$ cat src/rtl/axi4lite_pkg.sv
// Shared types and helpers for the AXI4-Lite register-bank slave.
package axi4lite_pkg;

  typedef enum logic [1:0] {
    OKAY   = 2'b00,
    SLVERR = 2'b10
  } resp_t;

  typedef enum logic {W_IDLE, W_RESP} wr_state_t;
  typedef enum logic {R_IDLE, R_DATA} rd_state_t;

  // Byte address to word index; addresses wider than 64 bits are not supported.
  function automatic logic [63:0] word_idx(input logic [63:0] addr, input int data_w);
    case (data_w)
      64:      word_idx = addr >> 3;
      128:     word_idx = addr >> 4;
      default: word_idx = addr >> 2;
    endcase
  endfunction

endpackage

$ cat src/rtl/axi4lite_s_regbank_mem.sv
// DEPTH x DATA_W storage with byte-enable write port and registered read port, cleared on rst.
module axi4lite_s_regbank_mem #(
  parameter int DATA_W = 32,
  parameter int DEPTH  = 16,
  parameter int IDX_W  = 4
) (
  input  logic              clk,
  input  logic              rst,
  input  logic              we,
  input  logic [IDX_W-1:0]  waddr,
  input  logic [DATA_W/8-1:0] wbe,
  input  logic [DATA_W-1:0] wdata,
  input  logic              re,
  input  logic              rd_zero,
  input  logic [IDX_W-1:0]  raddr,
  output logic [DATA_W-1:0] rdata
);

  localparam int NB = DATA_W / 8;

  logic [DATA_W-1:0] mem_q [DEPTH];
  logic [DATA_W-1:0] rdata_q;

  // Read samples the pre-write contents, so a same-cycle write/read returns old data.
  always_ff @(posedge clk) begin
    if (rst) begin
      for (int i = 0; i < DEPTH; i++) mem_q[i] <= '0;
      rdata_q <= '0;
    end else begin
      if (we) begin
        for (int b = 0; b < NB; b++) begin
          if (wbe[b]) mem_q[waddr][b*8 +: 8] <= wdata[b*8 +: 8];
        end
      end
      if (re) rdata_q <= rd_zero ? '0 : mem_q[raddr];
    end
  end

  assign rdata = rdata_q;

endmodule

$ cat src/rtl/axi4lite_s_regbank.sv
// AXI4-Lite slave over a DEPTH-word register bank; independent write and read FSMs.
// Byte-lane writes are honoured only when AXI4LITE_S_REGBANK_WSTRB_EN is defined.
module axi4lite_s_regbank
  import axi4lite_pkg::*;
#(
  parameter int DATA_W = 32,
  parameter int ADDR_W = 32,
  parameter int DEPTH  = 16
) (
  input  logic                clk,
  input  logic                rst,
  input  logic [ADDR_W-1:0]   awaddr,
  input  logic                awvalid,
  output logic                awready,
  input  logic [DATA_W-1:0]   wdata,
  input  logic [DATA_W/8-1:0] wstrb,
  input  logic                wvalid,
  output logic                wready,
  output logic [1:0]          bresp,
  output logic                bvalid,
  input  logic                bready,
  input  logic [ADDR_W-1:0]   araddr,
  input  logic                arvalid,
  output logic                arready,
  output logic [DATA_W-1:0]   rdata,
  output logic [1:0]          rresp,
  output logic                rvalid,
  input  logic                rready
);

  localparam int NB    = DATA_W / 8;
  localparam int IDX_W = (DEPTH > 1) ? $clog2(DEPTH) : 1;

  wr_state_t wr_state_q, wr_state_d;
  rd_state_t rd_state_q, rd_state_d;
  logic aw_done_q, aw_done_d, w_done_q, w_done_d;
  logic awready_q, awready_d, wready_q, wready_d, bvalid_q, bvalid_d;
  logic arready_q, arready_d, rvalid_q, rvalid_d;
  resp_t bresp_q, bresp_d, rresp_q, rresp_d;
  logic [ADDR_W-1:0] awaddr_q, awaddr_d;
  logic [DATA_W-1:0] wdata_q, wdata_d;
  logic [NB-1:0]     wstrb_q, wstrb_d;

  logic aw_hs, w_hs, ar_hs;
  logic [ADDR_W-1:0] wr_addr;
  logic [DATA_W-1:0] wr_data;
  logic [NB-1:0]     wr_strb, mem_be;
  logic [63:0]       wr_idx, rd_idx;
  logic              wr_in_range, rd_in_range, mem_we, mem_re;

  assign aw_hs = awvalid & awready_q;
  assign w_hs  = wvalid & wready_q;
  assign ar_hs = arvalid & arready_q;

  // A beat captured earlier wins; otherwise the one handshaking this cycle is used.
  assign wr_addr = aw_done_q ? awaddr_q : awaddr;
  assign wr_data = w_done_q ? wdata_q : wdata;
  assign wr_strb = w_done_q ? wstrb_q : wstrb;

  assign wr_idx      = word_idx(64'(wr_addr), DATA_W);
  assign rd_idx      = word_idx(64'(araddr), DATA_W);
  assign wr_in_range = wr_idx < 64'(DEPTH);
  assign rd_in_range = rd_idx < 64'(DEPTH);

`ifdef AXI4LITE_S_REGBANK_WSTRB_EN
  assign mem_be = wr_strb;
`else
  assign mem_be = wr_strb | {NB{1'b1}};
`endif

  always_comb begin
    wr_state_d = wr_state_q;
    aw_done_d  = aw_done_q;
    w_done_d   = w_done_q;
    awaddr_d   = awaddr_q;
    wdata_d    = wdata_q;
    wstrb_d    = wstrb_q;
    awready_d  = awready_q;
    wready_d   = wready_q;
    bvalid_d   = bvalid_q;
    bresp_d    = bresp_q;
    mem_we     = 1'b0;
    case (wr_state_q)
      W_IDLE: begin
        if (aw_hs) begin
          awaddr_d  = awaddr;
          aw_done_d = 1'b1;
        end
        if (w_hs) begin
          wdata_d  = wdata;
          wstrb_d  = wstrb;
          w_done_d = 1'b1;
        end
        if (aw_done_d && w_done_d) begin
          mem_we     = wr_in_range;
          aw_done_d  = 1'b0;
          w_done_d   = 1'b0;
          awready_d  = 1'b0;
          wready_d   = 1'b0;
          bvalid_d   = 1'b1;
          bresp_d    = wr_in_range ? OKAY : SLVERR;
          wr_state_d = W_RESP;
        end else begin
          awready_d = !aw_done_d;
          wready_d  = !w_done_d;
        end
      end
      W_RESP: begin
        if (bready) begin
          bvalid_d   = 1'b0;
          awready_d  = 1'b1;
          wready_d   = 1'b1;
          wr_state_d = W_IDLE;
        end
      end
      default: wr_state_d = W_IDLE;
    endcase
  end

  always_comb begin
    rd_state_d = rd_state_q;
    arready_d  = arready_q;
    rvalid_d   = rvalid_q;
    rresp_d    = rresp_q;
    mem_re     = 1'b0;
    case (rd_state_q)
      R_IDLE: begin
        if (ar_hs) begin
          mem_re     = 1'b1;
          arready_d  = 1'b0;
          rvalid_d   = 1'b1;
          rresp_d    = rd_in_range ? OKAY : SLVERR;
          rd_state_d = R_DATA;
        end else begin
          arready_d = 1'b1;
        end
      end
      R_DATA: begin
        if (rready) begin
          rvalid_d   = 1'b0;
          arready_d  = 1'b1;
          rd_state_d = R_IDLE;
        end
      end
      default: rd_state_d = R_IDLE;
    endcase
  end

  always_ff @(posedge clk) begin
    if (rst) begin
      wr_state_q <= W_IDLE;
      rd_state_q <= R_IDLE;
      aw_done_q  <= 1'b0;
      w_done_q   <= 1'b0;
      awready_q  <= 1'b0;
      wready_q   <= 1'b0;
      bvalid_q   <= 1'b0;
      bresp_q    <= OKAY;
      arready_q  <= 1'b0;
      rvalid_q   <= 1'b0;
      rresp_q    <= OKAY;
    end else begin
      wr_state_q <= wr_state_d;
      rd_state_q <= rd_state_d;
      aw_done_q  <= aw_done_d;
      w_done_q   <= w_done_d;
      awready_q  <= awready_d;
      wready_q   <= wready_d;
      bvalid_q   <= bvalid_d;
      bresp_q    <= bresp_d;
      arready_q  <= arready_d;
      rvalid_q   <= rvalid_d;
      rresp_q    <= rresp_d;
    end
  end

  // Captured payload is qualified by the done flags, so it needs no reset.
  always_ff @(posedge clk) begin
    awaddr_q <= awaddr_d;
    wdata_q  <= wdata_d;
    wstrb_q  <= wstrb_d;
  end

  axi4lite_s_regbank_mem #(
    .DATA_W (DATA_W),
    .DEPTH  (DEPTH),
    .IDX_W  (IDX_W)
  ) u_mem (
    .clk     (clk),
    .rst     (rst),
    .we      (mem_we),
    .waddr   (wr_idx[IDX_W-1:0]),
    .wbe     (mem_be),
    .wdata   (wr_data),
    .re      (mem_re),
    .rd_zero (!rd_in_range),
    .raddr   (rd_idx[IDX_W-1:0]),
    .rdata   (rdata)
  );

  assign awready = awready_q;
  assign wready  = wready_q;
  assign bvalid  = bvalid_q;
  assign bresp   = bresp_q;
  assign arready = arready_q;
  assign rvalid  = rvalid_q;
  assign rresp   = rresp_q;

endmodule

$ cat config.mk
export PLATFORM = sky130hd
export DESIGN_NAME = axi4lite_s_regbank
export DESIGN_NICKNAME = d
export VERILOG_FILES = /design/src/rtl/axi4lite_pkg.sv /design/src/rtl/axi4lite_s_regbank_mem.sv /design/src/rtl/axi4lite_s_regbank.sv
export SDC_FILE = /design/constraint.sdc
export NUM_CORES = 1
export LEC_CHECK = 0
export CORE_AREA = 2 2 251 253
export CTS_CLUSTER_SIZE = 14
export DETAILED_ROUTE_END_ITERATION = 16
export DIE_AREA = 0 0 253 255
export PLACE_DENSITY = 0.58
export SETUP_SLACK_MARGIN = 0.15
export SYNTH_ARGS = -nofsm -noshare
export SYNTH_HDL_FRONTEND = slang
export SYNTH_HIERARCHICAL = 1
export SYNTH_SLANG_ARGS = --single-unit
$ cat constraint.sdc
create_clock -name clk -period 3.9 [get_ports clk]
set_input_delay 0.78 -clock clk [delete_from_list [all_inputs] [get_ports clk]]
set_output_delay 0.78 -clock clk [all_outputs]
set_load 0.005 [all_outputs]
==> results.yml <==
outcome:
  status: "finished, final reports clean"
route:
  wl_per_cell_um: 24.2
  first_pass_iters: 5
  vias: 16000
  post-route-drc-count: 0
  ant_nets: 0
  initialDrtViolationCount: 1200
  routed_via_density: 5.48
  routed_wl_um: 70700
critical_path:
  arrival_ps: 3410
  cp-end-kind: "register"
  crit_fanout: 16
  setup.worst_path.class: "in -> reg"
  crit_path_start_kind: "input port"
  worstPathRequired_ps: 4170
clocking:
  cts_max_level: 3
  cts_buffer_depth: 3
  cts-resized-gates: 0
  cts_num_sinks: 617
  cts_tree: "done"
  path_clk_slew_ps: 60
  cts_setup_buffers: 0
  clk-insertion-delay-late_ps: 600
  cts_root_buffer: "clkbuf_16"
  hold_buffers: 0
  cts_buffers: 67
floorplanning:
  die_x_um: 253
  rows: 92
  die-area_mm2: 0.0645
  core-area_mm2: 0.0622
  fp.dieH_um: 255
  start_util_pct: 44.2
  io_pins: 148
run:
  cap_violations: 0
logic_synthesis:
  synthAdderAreaFrac_pct: 0
  synth_most_common_cell: "edfxtp_1"
  yosys_warnings: 6
  synth_top_area_cell: "edfxtp_1"
  synth_mux_area_share_pct: 11.3
  synth_xor_area_share_pct: 0
  ys_types: 48
  synth_top_area_share_pct: 62.7
  yosys.area_share.simple_pct: 16.4
  synth-compound-area-share_pct: 4.43
  synth_area_per_cell_um2: 14.8
  synth_area_leaders: "edfxtp_1, and2_1, mux4_2, dfxtp_1, mux2_2"
  synthTopCellsByCount: "edfxtp_1, and2_1, nor2_1"
  netlist_instances: 1856
  synth_ff_type: "edfxtp_1"
  synth_top_family_by_area: "simple AND/OR/NAND/NOR gates"
  synth-edff-count: 574
  synth_seq_cells: 617
  synth_area_mm2: 0.0275
  async_flop_share_pct: 0
  synth_seq_area_share_pct: 65.9
sta:
  slew_violations: 0
  setup_viol: 0
  rsz0062_at_grt: "no"
  fmax_ghz: 0.319
  hold_viol: 0
  tightest_slew_ps: 986
  slew_headroom_pct: 34.3
  finClkSkew_ps: 12.5
  post-route-period-util_pct: 80.4
  final.setup.tns_ps: 0
  layout_min_cycle_time_ps: 3140
final_layout:
  layout-drive-gt1-share_pct: 20.3
  n_fill_cell: 5106
  multiInputGateArea_mm2: 0.00891
  area_growth_pct: 18.0
  fin_nets: 2175
  seqCellArea_mm2: 0.0181
grt:
  overflow: 0
  grt_pass1_wl_um: 105000
  grt_max_degree: 84
  grt_antenna_before_repair: 1
  grt_usage_pct: 22.4
  grt_pass1_vias: 16500
power_and_ir_drop:
  ir_worst_vdd_v: 0.000339
  p_leak_nw: 11.7
  power.total_mw: 14.8
  cellPowerDensity_mw_per_mm2: 456
placed_design:
  gp_congestion: 0.800
  io_buffers: 137
  dp_hpwl_um: 46300
hold_path:
  hp-class: "reg -> reg"
## cells in the final DEF (no fill, tap or decap), types with 20 or more instances in the layout
cell / count
edfxtp_1: 574
a211oi_1: 21
mux4_2: 75
clkdlybuf4s50_1: 133
or2_2: 66
mux2i_1: 57
dfxtp_1: 42
nor2b_1: 26
nand2_1: 27
buf_4: 110
clkbuf_1: 20
clkbuf_16: 73
mux2_2: 76
o22ai_1: 20
and2_1: 513
nor2_1: 80
## metal layers
| layer | vias to the layer above | track usage, % | part of all wire, % |
|---|---|---|---|
| li1 | 7326 | - | - |
| met1 | 8139 | 30.9 | 44 |
| met2 | 423 | 36.0 | 48 |
| met3 | 91 | 3.77 | 5.6 |
| met4 | 0 | 7.66 | 2.3 |
| met5 | - | 0 | 0 |
## logic make-up after synthesis
group                  count (synthesis)
AND/OR/NAND/NOR                      763
flip-flops                           617
AO/OA/AOI/OAI                        153
buffers and inverters                113
other                                  2
multiplexers                         208
## state kept, by name (all words and copies together) (netlist names), 30 cells and up
register	flops
awaddr_q	30
u_mem/mem_q	512
u_mem/rdata	32
wdata_q	32
## cell type report
type	count	share of cell area, %
inverters	3	0.0347
repair buffers	249	6.93
flip-flops and latches	617	55.8
diodes	2	0.0154
well taps	799	3.08
clock inverters	22	0.645
multi-input cells	1130	27.5
clock buffers	95	5.95
## where the power goes
group / switching [mW] / internal, mW
clock: 2.52 / 3.70
sequential: 0.0665 / 7.44
combinational: 0.654 / 0.386
## worst paths after layout
kind                                from                               end  slack [ps]  cells after the start
setup / recovery              awaddr[31]  u_mem/mem_q[12][2]$_SDFFCE_PN0P_         760                     10
hold / removal       bvalid$_SDFFE_PP0P_               bvalid$_SDFFE_PP0P_         460                      2
setup reg to reg  aw_done_q$_SDFFE_PP0N_  u_mem/mem_q[12][2]$_SDFFCE_PN0P_         860                      9
hold reg to reg      bvalid$_SDFFE_PP0P_               bvalid$_SDFFE_PP0P_         460                      2
## critical path, cell delays in order
cell,delay (ps)
clkdlybuf4s50_1,430
nor4_1,420
a41oi_1,260
a2111oi_4,390
nor2b_1,190
buf_4,170
nand2_1,60
buf_4,200
nor2_1,180
or2_2,300
## stage by stage
stage / hold WS, ps / utilization [%] / area [µm²] / setup WS [ps] / cells
after floorplan: 428 / - / 27500 / 896 / 1860
after global placement: 442 / 48.7 / 30300 / 222 / 2798
after detailed placement: 452 / 48.7 / 30300 / 183 / 2798
after CTS: 460 / 52.1 / 32400 / 774 / 2915
after global routing: 484 / 52.1 / 32400 / 621 / 2915
final: 459 / 52.1 / 32400 / 765 / 2917
(Power assumes the default switching activity.)
